==> src/rtl/uart_pkg.sv <==
// Shared UART constants and the arbiter state encoding.
// Baud divisors are used by the TX/RX byte engines that sit beside the arbiter.
package uart_pkg;

    typedef enum logic {
        IDLE  = 1'b0,
        GRANT = 1'b1
    } arbState_t;

    localparam int UART_DATA_W     = 8;
    localparam int CLK_HZ          = 27_000_000;
    localparam int BAUD_DIV_115200 = 234;
    localparam int BAUD_DIV_9600   = 2812;

    // Truncating divide, which is how the fixed divisors above were derived.
    function automatic int baudDiv(input int baud);
        return CLK_HZ / baud;
    endfunction

endpackage

==> src/rtl/rr_pick.sv <==
// Combinational round-robin picker: first set request bit strictly after
// `last`, wrapping, so the most recent winner has the lowest priority.
module rr_pick #(
    parameter  int NUM_REQ = 4,
    localparam int IDX_W   = $clog2(NUM_REQ)
) (
    input  logic [NUM_REQ-1:0] req,
    input  logic [IDX_W-1:0]   last,
    output logic               any,
    output logic [IDX_W-1:0]   idx
);

    logic [IDX_W-1:0] cand;

    // Walk from the farthest offset down so the nearest hit is written last.
    always_comb begin
        any  = |req;
        idx  = '0;
        cand = '0;
        for (int off = NUM_REQ; off >= 1; off--) begin
            cand = IDX_W'((int'(last) + off) % NUM_REQ);
            if (req[cand]) idx = cand;
        end
    end

endmodule

==> src/rtl/uart_tx_arbiter.sv <==
// Round-robin arbiter sharing one UART TX byte engine among NUM_REQ requesters.
// A grant is held for a packet: until req_last, MAX_BURST bytes, or idle timeout.
module uart_tx_arbiter
    import uart_pkg::*;
#(
    parameter  int NUM_REQ      = 4,
    parameter  int MAX_BURST    = 16,
    parameter  int IDLE_TIMEOUT = 255,
    localparam int IDX_W        = $clog2(NUM_REQ),
    localparam int BURST_W      = $clog2(MAX_BURST + 1),
    localparam int IDLE_W       = $clog2(IDLE_TIMEOUT + 1)
) (
    input  logic                           clk,
    input  logic                           rst_n,
    input  logic [NUM_REQ-1:0]             req_valid,
    input  logic [UART_DATA_W*NUM_REQ-1:0] req_data,
    input  logic [NUM_REQ-1:0]             req_last,
    output logic [NUM_REQ-1:0]             req_ready,
    output logic                           tx_valid,
    output logic [UART_DATA_W-1:0]         tx_data,
    input  logic                           tx_ready,
    output logic [IDX_W-1:0]               grant_id,
    output logic                           busy
);

    arbState_t state, stateNext;

    logic [IDX_W-1:0]                        lastGrant;
    logic [BURST_W-1:0]                      burstCnt;
    logic [IDLE_W-1:0]                       idleCnt;
    logic [NUM_REQ-1:0][UART_DATA_W-1:0]     reqBytes;

    logic             pickAny;
    logic [IDX_W-1:0] pickIdx;
    logic             gValid;
    logic             gLast;
    logic             xfer;
    logic             burstDone;
    logic             timeoutHit;
    logic             endGrant;

    assign reqBytes = req_data;

    rr_pick #(.NUM_REQ(NUM_REQ)) uPick (
        .req  (req_valid),
        .last (lastGrant),
        .any  (pickAny),
        .idx  (pickIdx)
    );

    assign gValid     = req_valid[grant_id];
    assign gLast      = req_last[grant_id];
    assign xfer       = (state == GRANT) && gValid && tx_ready;
    assign burstDone  = (int'(burstCnt) + 1 == MAX_BURST);
    // Independent of this cycle's req_valid: a request rising on the expiry cycle still loses the grant.
    assign timeoutHit = (int'(idleCnt) + 1 == IDLE_TIMEOUT);
    assign endGrant   = (xfer && (gLast || burstDone)) || timeoutHit;

    always_ff @(posedge clk or negedge rst_n) begin
        if (!rst_n) state <= IDLE;
        else        state <= stateNext;
    end

    always_comb begin
        stateNext = state;
        case (state)
            IDLE:  if (pickAny)  stateNext = GRANT;
            GRANT: if (endGrant) stateNext = IDLE;
        endcase
    end

    always_comb begin
        busy      = (state == GRANT);
        tx_valid  = 1'b0;
        tx_data   = '0;
        req_ready = '0;
        if (state == GRANT) begin
            tx_valid            = gValid;
            tx_data             = reqBytes[grant_id];
            req_ready[grant_id] = tx_ready;
        end
    end

    // Grant bookkeeping; counters are cleared on every new grant.
    always_ff @(posedge clk or negedge rst_n) begin
        if (!rst_n) begin
            grant_id  <= '0;
            lastGrant <= IDX_W'(NUM_REQ - 1);
            burstCnt  <= '0;
            idleCnt   <= '0;
        end else if (state == IDLE) begin
            if (pickAny) begin
                grant_id  <= pickIdx;
                lastGrant <= pickIdx;
                burstCnt  <= '0;
                idleCnt   <= '0;
            end
        end else begin
            if (xfer) begin
                if (burstCnt != BURST_W'(MAX_BURST)) burstCnt <= burstCnt + 1'b1;
                idleCnt <= '0;
            end else if (!gValid && idleCnt != IDLE_W'(IDLE_TIMEOUT)) begin
                idleCnt <= idleCnt + 1'b1;
            end
        end
    end

endmodule

==> config.mk <==
export PLATFORM = sky130hd
export DESIGN_NAME = uart_tx_arbiter
export DESIGN_NICKNAME = d
export VERILOG_FILES = /design/src/rtl/uart_pkg.sv /design/src/rtl/rr_pick.sv /design/src/rtl/uart_tx_arbiter.sv
export SDC_FILE = /design/constraint.sdc
export NUM_CORES = 1
export LEC_CHECK = 0
export ABC_AREA = 1
export BUFFER_PORTS_ARGS = -buffer_cell sky130_fd_sc_hd__buf_2
export CAP_MARGIN = 20
export CELL_PAD_IN_SITES_DETAIL_PLACEMENT = 1
export CELL_PAD_IN_SITES_GLOBAL_PLACEMENT = 1
export CORE_UTILIZATION = 33
export DETAILED_ROUTE_END_ITERATION = 7
export GPL_TIMING_DRIVEN = 0
export PLACE_DENSITY = 0.81
export SLEW_MARGIN = 20
export SYNTH_ARGS = -nofsm -noshare
export SYNTH_HDL_FRONTEND = slang
export SYNTH_SLANG_ARGS = --single-unit
==> constraint.sdc <==
create_clock -name clk -period 1.8 [get_ports clk]
set_input_delay 0.36 -clock clk [delete_from_list [all_inputs] [get_ports clk]]
set_output_delay 0.36 -clock clk [all_outputs]
set_load 0.01 [all_outputs]
==> flow_summary.ini, run 1 <==
[run_status]
outcome = finished with violations
violations = negative setup slack

[floorplanning]
rows = 25
ios = 59
die_w_um = 74.00
start_util = 0.3528
die-area_um2 = 5475
core_area_um2 = 4848
fp.dieH_um = 74.00

[routing]
wl_per_cell_um = 13.82
firstDrtPassIters = 4
drtIter0Drc = 69
vias_per_cell = 4.968
num_vias = 2007
ant_nets = 0
routed_wl_mm = 5.582
remaining_drc_errors = 0

[worst_setup_path]
crit_buf_inv = 3
rr_worst_depth = 5
path_max_fanout = 7
critical_path.max_stage_delay_ns = 0.39
reg2reg_to = grant_id[1]
worstPathArrival_ns = 1.52
cp.depth = 6
end_kind = primary output
crit_path_cell_trace = buf_6, nor2_4, buf_12, a22oi_2, a31oi_1, buf_2
r2r_slack_ns = 0.29
path_class = flop to primary output
cp-endpoint = tx_data[0]
crit_family = buffers and inverters
r2r_start = busy
required_ns = 1.44
crit_start = grant_id[1]
cp-start-kind = flop
crit_slowest_cell = dfrtp_1

[logic_synthesis]
ys_ff_latch = 18
ys_seq_area_frac = 0.2648
synth_fp_nets = 313
synth.area.top_cells = dfrtp_1, nand2_1, inv_1
yosysWarnings = 0
synth.avg_cell_area_um2 = 6.430
syn_inst = 266
synthArstFlopShare = 1.000
synth_top_area_cell = dfrtp_1
synth_edf_count = 0
synthDistinctLibCells = 32
synth_area_um2 = 1710
ys.flop_type = dfrtp_1
yosysTopAreaCellShare = 0.2341

[cells_and_area]
final_nets = 385
nFillCells = 682
layout_commonest_cell = nand2_1
drive_gt1_frac = 0.3086
antenna_cells = 0
syn_to_final_growth_pct = 32.19
instances_no_fill = 404
mostFrequentLayoutCells = nand2_1, buf_2, inv_1

[pwr]
sequentialPowerShare = 0.198
vdd_drop_max_uv = 684.1
power.density_nw_per_um2 = 1473
switching_share = 0.5023
p_comb_frac = 0.713
p_clk_frac = 0.089
p_total_w = 0.003329
p_leak_nw = 1.286
p_int_w = 0.001657
p_switching_w = 0.001672

[cts]
insertion_delay_ns = 0.26
clock_path_buffers = 2
cts_root_buffer = clkbuf_8
cts_made_buffers = 3
htree_levels = 1
cts_tree = yes
clock-sinks = 18
ctsHoldBuffers = 0
clk_pin_slew_worst_paths_ns = 0.07

[job]
maxCapViolations = 0

[placed_design]
hpwl_mm = 4.247
numPortBuffers = 58
dp_cells = 391
gp_congestion = 0.8123

[grt]
grt_pass1_vias = 2057
grt_util_all_layers = 0.2108
grt_pass1_wl_mm = 9.011
grt_start_max_net_pins = 19
overflow = 0
antenna_found_initial = 0

[sta]
worst_pin_slew_ns = 0.4353
rsz0062_at_grt = true
finalCriticalPeriod_ns = 1.875
slew_headroom = 0.7098
setup_viol = 3
fmax_ghz = 0.5333
hold_violations = 0
finClkSkew_ns = 0.0009431
setup_ws_ns = -0.07500
timing.final.crit_share = 1.042
drv_slew = 0
whs_ns = 0.03595

[hold_path]
min_path_type = primary input to asynchronous set/reset pin
[cells in the mapped netlist (3+ instances only)]
cell,instances
nand2_1,104
inv_1,31
nand3_1,19
nand4_1,18
dfrtp_1,16
nor2_1,13
a22oi_1,8
a31oi_1,8
nand2_4,5
ha_1,4
a21oi_1,3
buf_4,3
nand2_2,3
nor3_1,3
o21bai_1,3
xor2_1,3
[sequential cells by signal (all words and copies together) (netlist names)]
signal / count
idleCnt: 8
lastGrant: 2
busy: 1
burstCnt: 5
grant_id: 2
[per-stage QoR]
stage / setup slack [ns] / util / TNS, ns / cell area (um^2)
2_1_floorplan: 0.2870 / - / 0 / 1710
3_3_place_gp: 0.06192 / 0.4299 / 0 / 2085
3_5_place_dp: 0.08002 / 0.4299 / 0 / 2085
4_1_cts: -0.03339 / 0.4573 / -0.07124 / 2217
5_1_grt: -0.1383 / 0.4663 / -0.7032 / 2261
6_report: -0.07500 / 0.4663 / -0.08885 / 2261
[cell families (layout without fill, tap and decap cells)]
kind of cell / count (synthesis) / in the layout / synth area share
xor+xnor: 3 / 3 / 0.01536
simple gates: 172 / 173 / 0.4704
flops: 18 / 18 / 0.2648
fa+ha+maj: 4 / 4 / 0.02926
buf+inv: 42 / 112 / 0.1105
compound gates: 27 / 27 / 0.1097
[layer usage]
| layer | global-route usage | vias up | wire (um) |
|---|---|---|---|
| met4 | 0.06624 | 0 | 84 |
| met5 | 0 | - | 0 |
| li1 | - | 1015 | - |
| met1 | 0.2584 | 913 | 2413 |
| met2 | 0.3838 | 70 | 2796 |
| met3 | 0.02439 | 9 | 288 |
[worst register-to-register path, delay by kind of cell, from the launching register on]
family | cells | cell delay, ns
DFF | 1 | 0.42
buffers and inverters | 1 | 0.35
and+or+nand+nor | 2 | 0.34
AOI/OAI and AO/OA | 2 | 0.31
[worst min path at each step]
stage | endpoint | slack, ns
after floorplan | burstCnt[0] | 0.06
after global placement | idleCnt[0] | 0.32
after detailed placement | idleCnt[3] | 0.33
after CTS | idleCnt[3] | 0.05
after global routing | idleCnt[3] | 0.06
final | idleCnt[0] | 0.04
[power by group through the flow]
stage          Sequential (W)  Clock [W]  Combinational (W)
6_report             0.000659   0.000297            0.00237
5_1_grt              0.000678   0.000319            0.00264
4_1_cts              0.000660   0.000306            0.00228
3_5_place_dp         0.000666          0            0.00204
3_3_place_gp         0.000661          0            0.00199
2_1_floorplan        0.000649          0            0.00145
[final cells by class]
class	count	area, um^2	area share
Buffer	7	71.32	0.03154
Inverter	34	135.1	0.05977
Tap cell	67	83.83	0.03708
Clock buffer	4	45.04	0.01992
Multi-Input combinational cell	207	1102	0.4875
Sequential cell	18	452.9	0.2003
Timing Repair Buffer	67	370.4	0.1638
[timing repair]
| item | in CTS | in global routing |
|---|---|---|
| pin swaps | 3 | 2 |
| cloned | 1 | 0 |
| resized for setup | 9 | 7 |
| setup endpoints to repair | 10 | 11 |
| setup buffers | 6 | 3 |
(Power assumes the default switching activity.)
==> run 2: changes to the inputs <==
Settings changed: CTS_BUF_LIST from default to sky130_fd_sc_hd__clkbuf_8.
==> run 2 against run 1 <==
The flow still finishes with violations (negative setup slack). Critical path depth did not move. Die area did not move. First-iteration DRC count did not move. Combinational power barely moved. Maximum frequency did not move. Non-clock buffer count did not move. Cell count did not move. Total power fell by 0.16%. Count of clock-buffer cells in the layout fell by 1. Worst setup slack did not move. Sequential power barely moved. Register-to-register slack barely moved. Critical endpoint unchanged. Highest routed layer unchanged.
==> flow_summary.ini, run 2 (synthesis results as in run 1) <==
[sta]
fmax_ghz = 0.5333
setup_tns_ns = -0.08885
finClkSkew_ns = 0.0007842
whs_ns = 0.03574
drv_slew = 0
hold_violations = 0
slew_headroom = 0.7098
worst_pin_slew_ns = 0.4353
timing.final.crit_share = 1.042
setup_viol = 3
rsz0062_at_grt = true
finalCriticalPeriod_ns = 1.875
setup_ws_ns = -0.07500

[pwr]
p_int_w = 0.001651
power.density_nw_per_um2 = 1470
sequentialPowerShare = 0.198
switching_share = 0.5032
p_switching_w = 0.001673
vdd_drop_max_uv = 684.1
p_clk_frac = 0.088
p_comb_frac = 0.714
p_leak_nw = 1.290

[floorplanning]
die-area_um2 = 5475
ios = 59
fp.dieH_um = 74.00
core_area_um2 = 4848
die_w_um = 74.00
rows = 25
start_util = 0.3528

[routing]
drtIter0Drc = 69
route.top_layer_used = met4
num_vias = 2007
wl_met1_mm = 2.413
routed_wl_mm = 5.581
wl_met3_um = 288
ant_nets = 0
remaining_drc_errors = 0
firstDrtPassIters = 4
vias_per_cell = 4.968
wl_per_cell_um = 13.81
dr_wl_met2_mm = 2.796

[cells_and_area]
largest_reg_flops = 8
finalInstanceArea_um2 = 2261
drive_gt1_frac = 0.3086
instances_no_fill = 404
top_register = idleCnt
top_regs = idleCnt x8, burstCnt x5
utilization = 0.4663
antenna_cells = 0
final_nets = 385
layout_commonest_cell = nand2_1
nFillCells = 682
mostFrequentLayoutCells = nand2_1, buf_2, inv_1
syn_to_final_growth_pct = 32.19

[cts]
cts_made_buffers = 3
clock-sinks = 18
htree_levels = 1
insertion_delay_ns = 0.26
clk_pin_slew_worst_paths_ns = 0.07
cts_root_buffer = clkbuf_8
clock_path_buffers = 2
cts_tree = yes

[worst_setup_path]
critical_path.max_stage_delay_ns = 0.39
path_class = flop to primary output
crit_slowest_cell = dfrtp_1
worstPathArrival_ns = 1.52
r2r_slack_ns = 0.29
cp-start-kind = flop
required_ns = 1.44
crit_path_cell_trace = buf_6, nor2_4, buf_12, a22oi_2, a31oi_1, buf_2
end_kind = primary output
path_max_fanout = 7

[placed_design]
gp_congestion = 0.8123
place_area_um2 = 2085
hpwl_mm = 4.247
dp_cells = 391
numPortBuffers = 58

[grt]
overflow = 0
grt_pass1_vias = 2057
grt_util_all_layers = 0.2108
grt_start_max_net_pins = 19
grt_pass1_wl_mm = 9.011
antenna_found_initial = 0

[job]
maxCapViolations = 0

[hold_path]
min_path_type = primary input to asynchronous set/reset pin

[run_status]
violations = negative setup slack
outcome = finished with violations
run 2: cell types whose count changed in the layout (fill, tap and decap cells not counted):
cell / previous run / this run
clkbuf_1: 1 / 0
inv_1: 30 / 31
run 2: routing by layer:
layer  vias to the layer above  track usage
li1                       1015            -
met1                       913       0.2584
met2                        70       0.3838
met3                         9      0.02439
met4                         0      0.06624
met5                         -            0
run 2: worst paths after layout:
kind | startpoint | to | cells past startpoint
worst min-delay path | rst_n | idleCnt[0] | 1
min in group clk | burstCnt[1] | burstCnt[1] | 2
worst max register to register | busy | grant_id[1] | 5
worst max-delay path | grant_id[1] | tx_data[0] | 6
worst min register to register | burstCnt[1] | burstCnt[1] | 2
max in group asynchronous | rst_n | lastGrant[0] | 1
run 2: power by group through the flow:
stage / Sequential, W / Clock [W] / Combinational [W]
6_report: 0.000659 / 0.000291 / 0.00237
5_1_grt: 0.000678 / 0.000313 / 0.00264
4_1_cts: 0.000660 / 0.000301 / 0.00228
3_5_place_dp: 0.000666 / 0 / 0.00204
3_3_place_gp: 0.000661 / 0 / 0.00199
2_1_floorplan: 0.000649 / 0 / 0.00145
run 2: repair_timing:
action                                  in CTS  in global routing
pin swaps                                    3                  2
resized for setup                            9                  7
buffers inserted                             6                  3
endpoints found under the setup margin      10                 11
hold endpoints to repair                     0                  0
cloned                                       1                  0
hold buffers                                 0                  0
run 2: area by class of cell:
type / count / area (um^2) / area share
buffer: 7 / 71.32 / 0.03154
clock buffer: 3 / 41.29 / 0.01826
clock inverter: 1 / 3.754 / 0.001660
inverter: 34 / 135.1 / 0.05977
multi-input combinational: 207 / 1102 / 0.4875
sequential: 18 / 452.9 / 0.2003
tap: 67 / 83.83 / 0.03708
timing repair buffer: 67 / 370.4 / 0.1638
run 2: stage by stage:
stage / worst slack, ns / power [W]
global route: -0.1383 / 0.003629
CTS: -0.03339 / 0.003241
finish: -0.07500 / 0.003324
global placement: 0.06192 / 0.002650
floorplan: 0.2870 / 0.002101
detailed placement: 0.08002 / 0.002702
run 2: critical path, delay by kind of cell (launching register included):
kind / cells / cell delay (ns)
buf+inv: 3 / 0.45
simple gates: 1 / 0.14
compound gates: 2 / 0.28
flops: 1 / 0.39
==> run 3: changes to the inputs <==
Settings changed: ABC_AREA 1 to default, PLACE_DENSITY 0.81 to 0.79.
==> run 3 against run 2 <==
The flow still finishes with violations (negative setup slack). Sequential share of layout area is 1.4 points higher. Clock skew is 0.0011 ns higher. Cell count is 32% lower. First-iteration DRC count is 77% higher. Via count is 22% lower. Critical path depth stayed put. Synthesized area is 18% lower. Worst hold slack hardly changed. Register-to-register slack worse by 0.63 ns. Synthesized cell count is 44% lower. Non-clock buffer count is 5 higher.
==> flow_summary.ini, run 3 <==
[run_status]
outcome = finished with violations
violations = negative setup slack

[cells_and_area]
syn_to_final_growth_pct = 52.33
largest_reg_flops = 8
final_nets = 271
antenna_cells = 0
top_register = idleCnt
nFillCells = 462
top_regs = idleCnt x8, burstCnt x5
drive_gt1_frac = 0.5381
instances_no_fill = 273
layout_commonest_cell = buf_2
utilization = 0.5289
mostFrequentLayoutCells = buf_2, dfrtp_1, nand2_1

[routing]
drtIter0Drc = 122
ant_nets = 0
firstDrtPassIters = 4
remaining_drc_errors = 0
num_vias = 1573
routed_wl_mm = 5.813
wl_per_cell_um = 21.29
vias_per_cell = 5.762

[worst_setup_path]
rr_worst_depth = 6
reg2reg_to = idleCnt[3]
r2r_start = grant_id[0]
required_ns = 1.98
r2r_slack_ns = -0.34
worstPathArrival_ns = 2.32
path_class = flop to flop
end_kind = flop
cp-start-kind = flop
path_max_fanout = 5

[sta]
finalCriticalPeriod_ns = 2.138
fmax_ghz = 0.4677
drv_slew = 0
hold_violations = 0
timing.final.crit_share = 1.188
worst_pin_slew_ns = 0.4901
whs_ns = 0.03533
rsz0062_at_grt = true
slew_headroom = 0.6721
setup_viol = 24
setup_ws_ns = -0.3381
finClkSkew_ns = 0.001854

[placed_design]
dp_cells = 256
gp_congestion = 0.8002
numPortBuffers = 58
hpwl_mm = 3.499

[logic_synthesis]
syn_inst = 148
ys_ff_latch = 18
synthArstFlopShare = 1.000
synthDistinctLibCells = 38
yosysWarnings = 0
synth.top_cells.by_count = dfrtp_1, nand2_1, and2_1, o21ai_0
yosysTopAreaCellShare = 0.2862
synth.avg_cell_area_um2 = 9.452
synth.area.top_cells = dfrtp_1, mux4_2, and2_1
synth_fp_nets = 195
ys_seq_area_frac = 0.3238
ys.flop_type = dfrtp_1
synth_top_area_cell = dfrtp_1
synth_area_um2 = 1399
yosys.cell_count.top_type = dfrtp_1
synth_edf_count = 0

[pwr]
power.density_nw_per_um2 = 1569
p_total_w = 0.003342
vdd_drop_max_uv = 562.9
p_leak_nw = 1.015

[job]
maxCapViolations = 0

[floorplanning]
start_util = 0.3472
fp.dieH_um = 67.11
rows = 23
die_w_um = 67.11
die-area_um2 = 4503
ios = 59
core_area_um2 = 4029

[cts]
clock-sinks = 18
cts_made_buffers = 3
ctsHoldBuffers = 0
cts_tree = yes
insertion_delay_ns = 0.26
clk_pin_slew_worst_paths_ns = 0.07
cts_root_buffer = clkbuf_8
clock_path_buffers = 2
htree_levels = 1

[grt]
grt_util_all_layers = 0.2410
grt_start_max_net_pins = 19
grt_pass1_vias = 1581
overflow = 0
antenna_found_initial = 0
grt_pass1_wl_mm = 7.941

[hold_path]
min_path_type = primary input to asynchronous set/reset pin
run 3: layout make-up:
class | count | area (um^2) | share of cell area
tap | 50 | 62.56 | 0.02936
buffer | 7 | 77.57 | 0.03641
inverter | 7 | 26.28 | 0.01233
timing repair buffer | 72 | 476.7 | 0.2237
multi-input combinational | 115 | 975.9 | 0.4580
sequential | 18 | 456.7 | 0.2143
clock buffer | 4 | 55.05 | 0.02584
run 3: repair_timing:
item,in CTS,in global routing
buffers inserted,8,4
endpoints found under the setup margin,26,27
gates resized for setup,36,21
cloned,2,1
pin swaps,15,3
run 3: worst max path at each step:
stage	startpoint	endpoint	slack (ns)	depth (start not counted)
6_report	grant_id[0]	idleCnt[3]	-0.34	6
5_1_grt	grant_id[0]	idleCnt[3]	-0.37	6
4_1_cts	grant_id[0]	tx_data[4]	-0.23	5
3_5_place_dp	req_valid[0]	grant_id[0]	-0.19	7
3_3_place_gp	req_valid[3]	idleCnt[2]	-0.17	6
2_1_floorplan	grant_id[0]	idleCnt[3]	-0.02	5
run 3: routing by layer:
layer | vias up | global-route usage | routed length [um]
met1 | 774 | 0.2623 | 2244
met4 | 0 | 0.07713 | 98
met5 | - | 0 | 0
met3 | 11 | 0.05651 | 353
li1 | 707 | - | -
met2 | 81 | 0.4513 | 3116
run 3: per-stage QoR:
step	instance area [um^2]	setup WS, ns	setup TNS [ns]
after floorplan	1403	-0.01666	-0.03327
after global placement	1755	-0.1720	-2.145
after detailed placement	1755	-0.1949	-3.120
after CTS	2047	-0.2268	-3.464
after global routing	2131	-0.3720	-6.783
final	2131	-0.3381	-6.030
run 3: cell families after synthesis:
| logic type | after synthesis | synth area share |
|---|---|---|
| buf+inv | 15 | 0.04741 |
| flops | 18 | 0.3238 |
| compound gates | 35 | 0.1691 |
| simple gates | 61 | 0.2290 |
| mux | 10 | 0.1637 |
| xor+xnor | 5 | 0.03131 |
| fa+ha+maj | 4 | 0.03578 |
run 3: worst max-delay path: stages, from the launching register on:
cell and delay [ns]:
dfrtp_2 0.43, buf_6 0.13, mux4_2 0.56, a311o_1 0.42
buf_6 0.16, o32a_1 0.29, o21ai_2 0.07
run 3: power breakdown:
part / switching, W / leakage [nW] / internal (W)
registers: 0.000197 / 0.229 / 0.000546
logic: 0.00106 / 0.757 / 0.00120
clock network: 0.000147 / 0.0288 / 0.000195
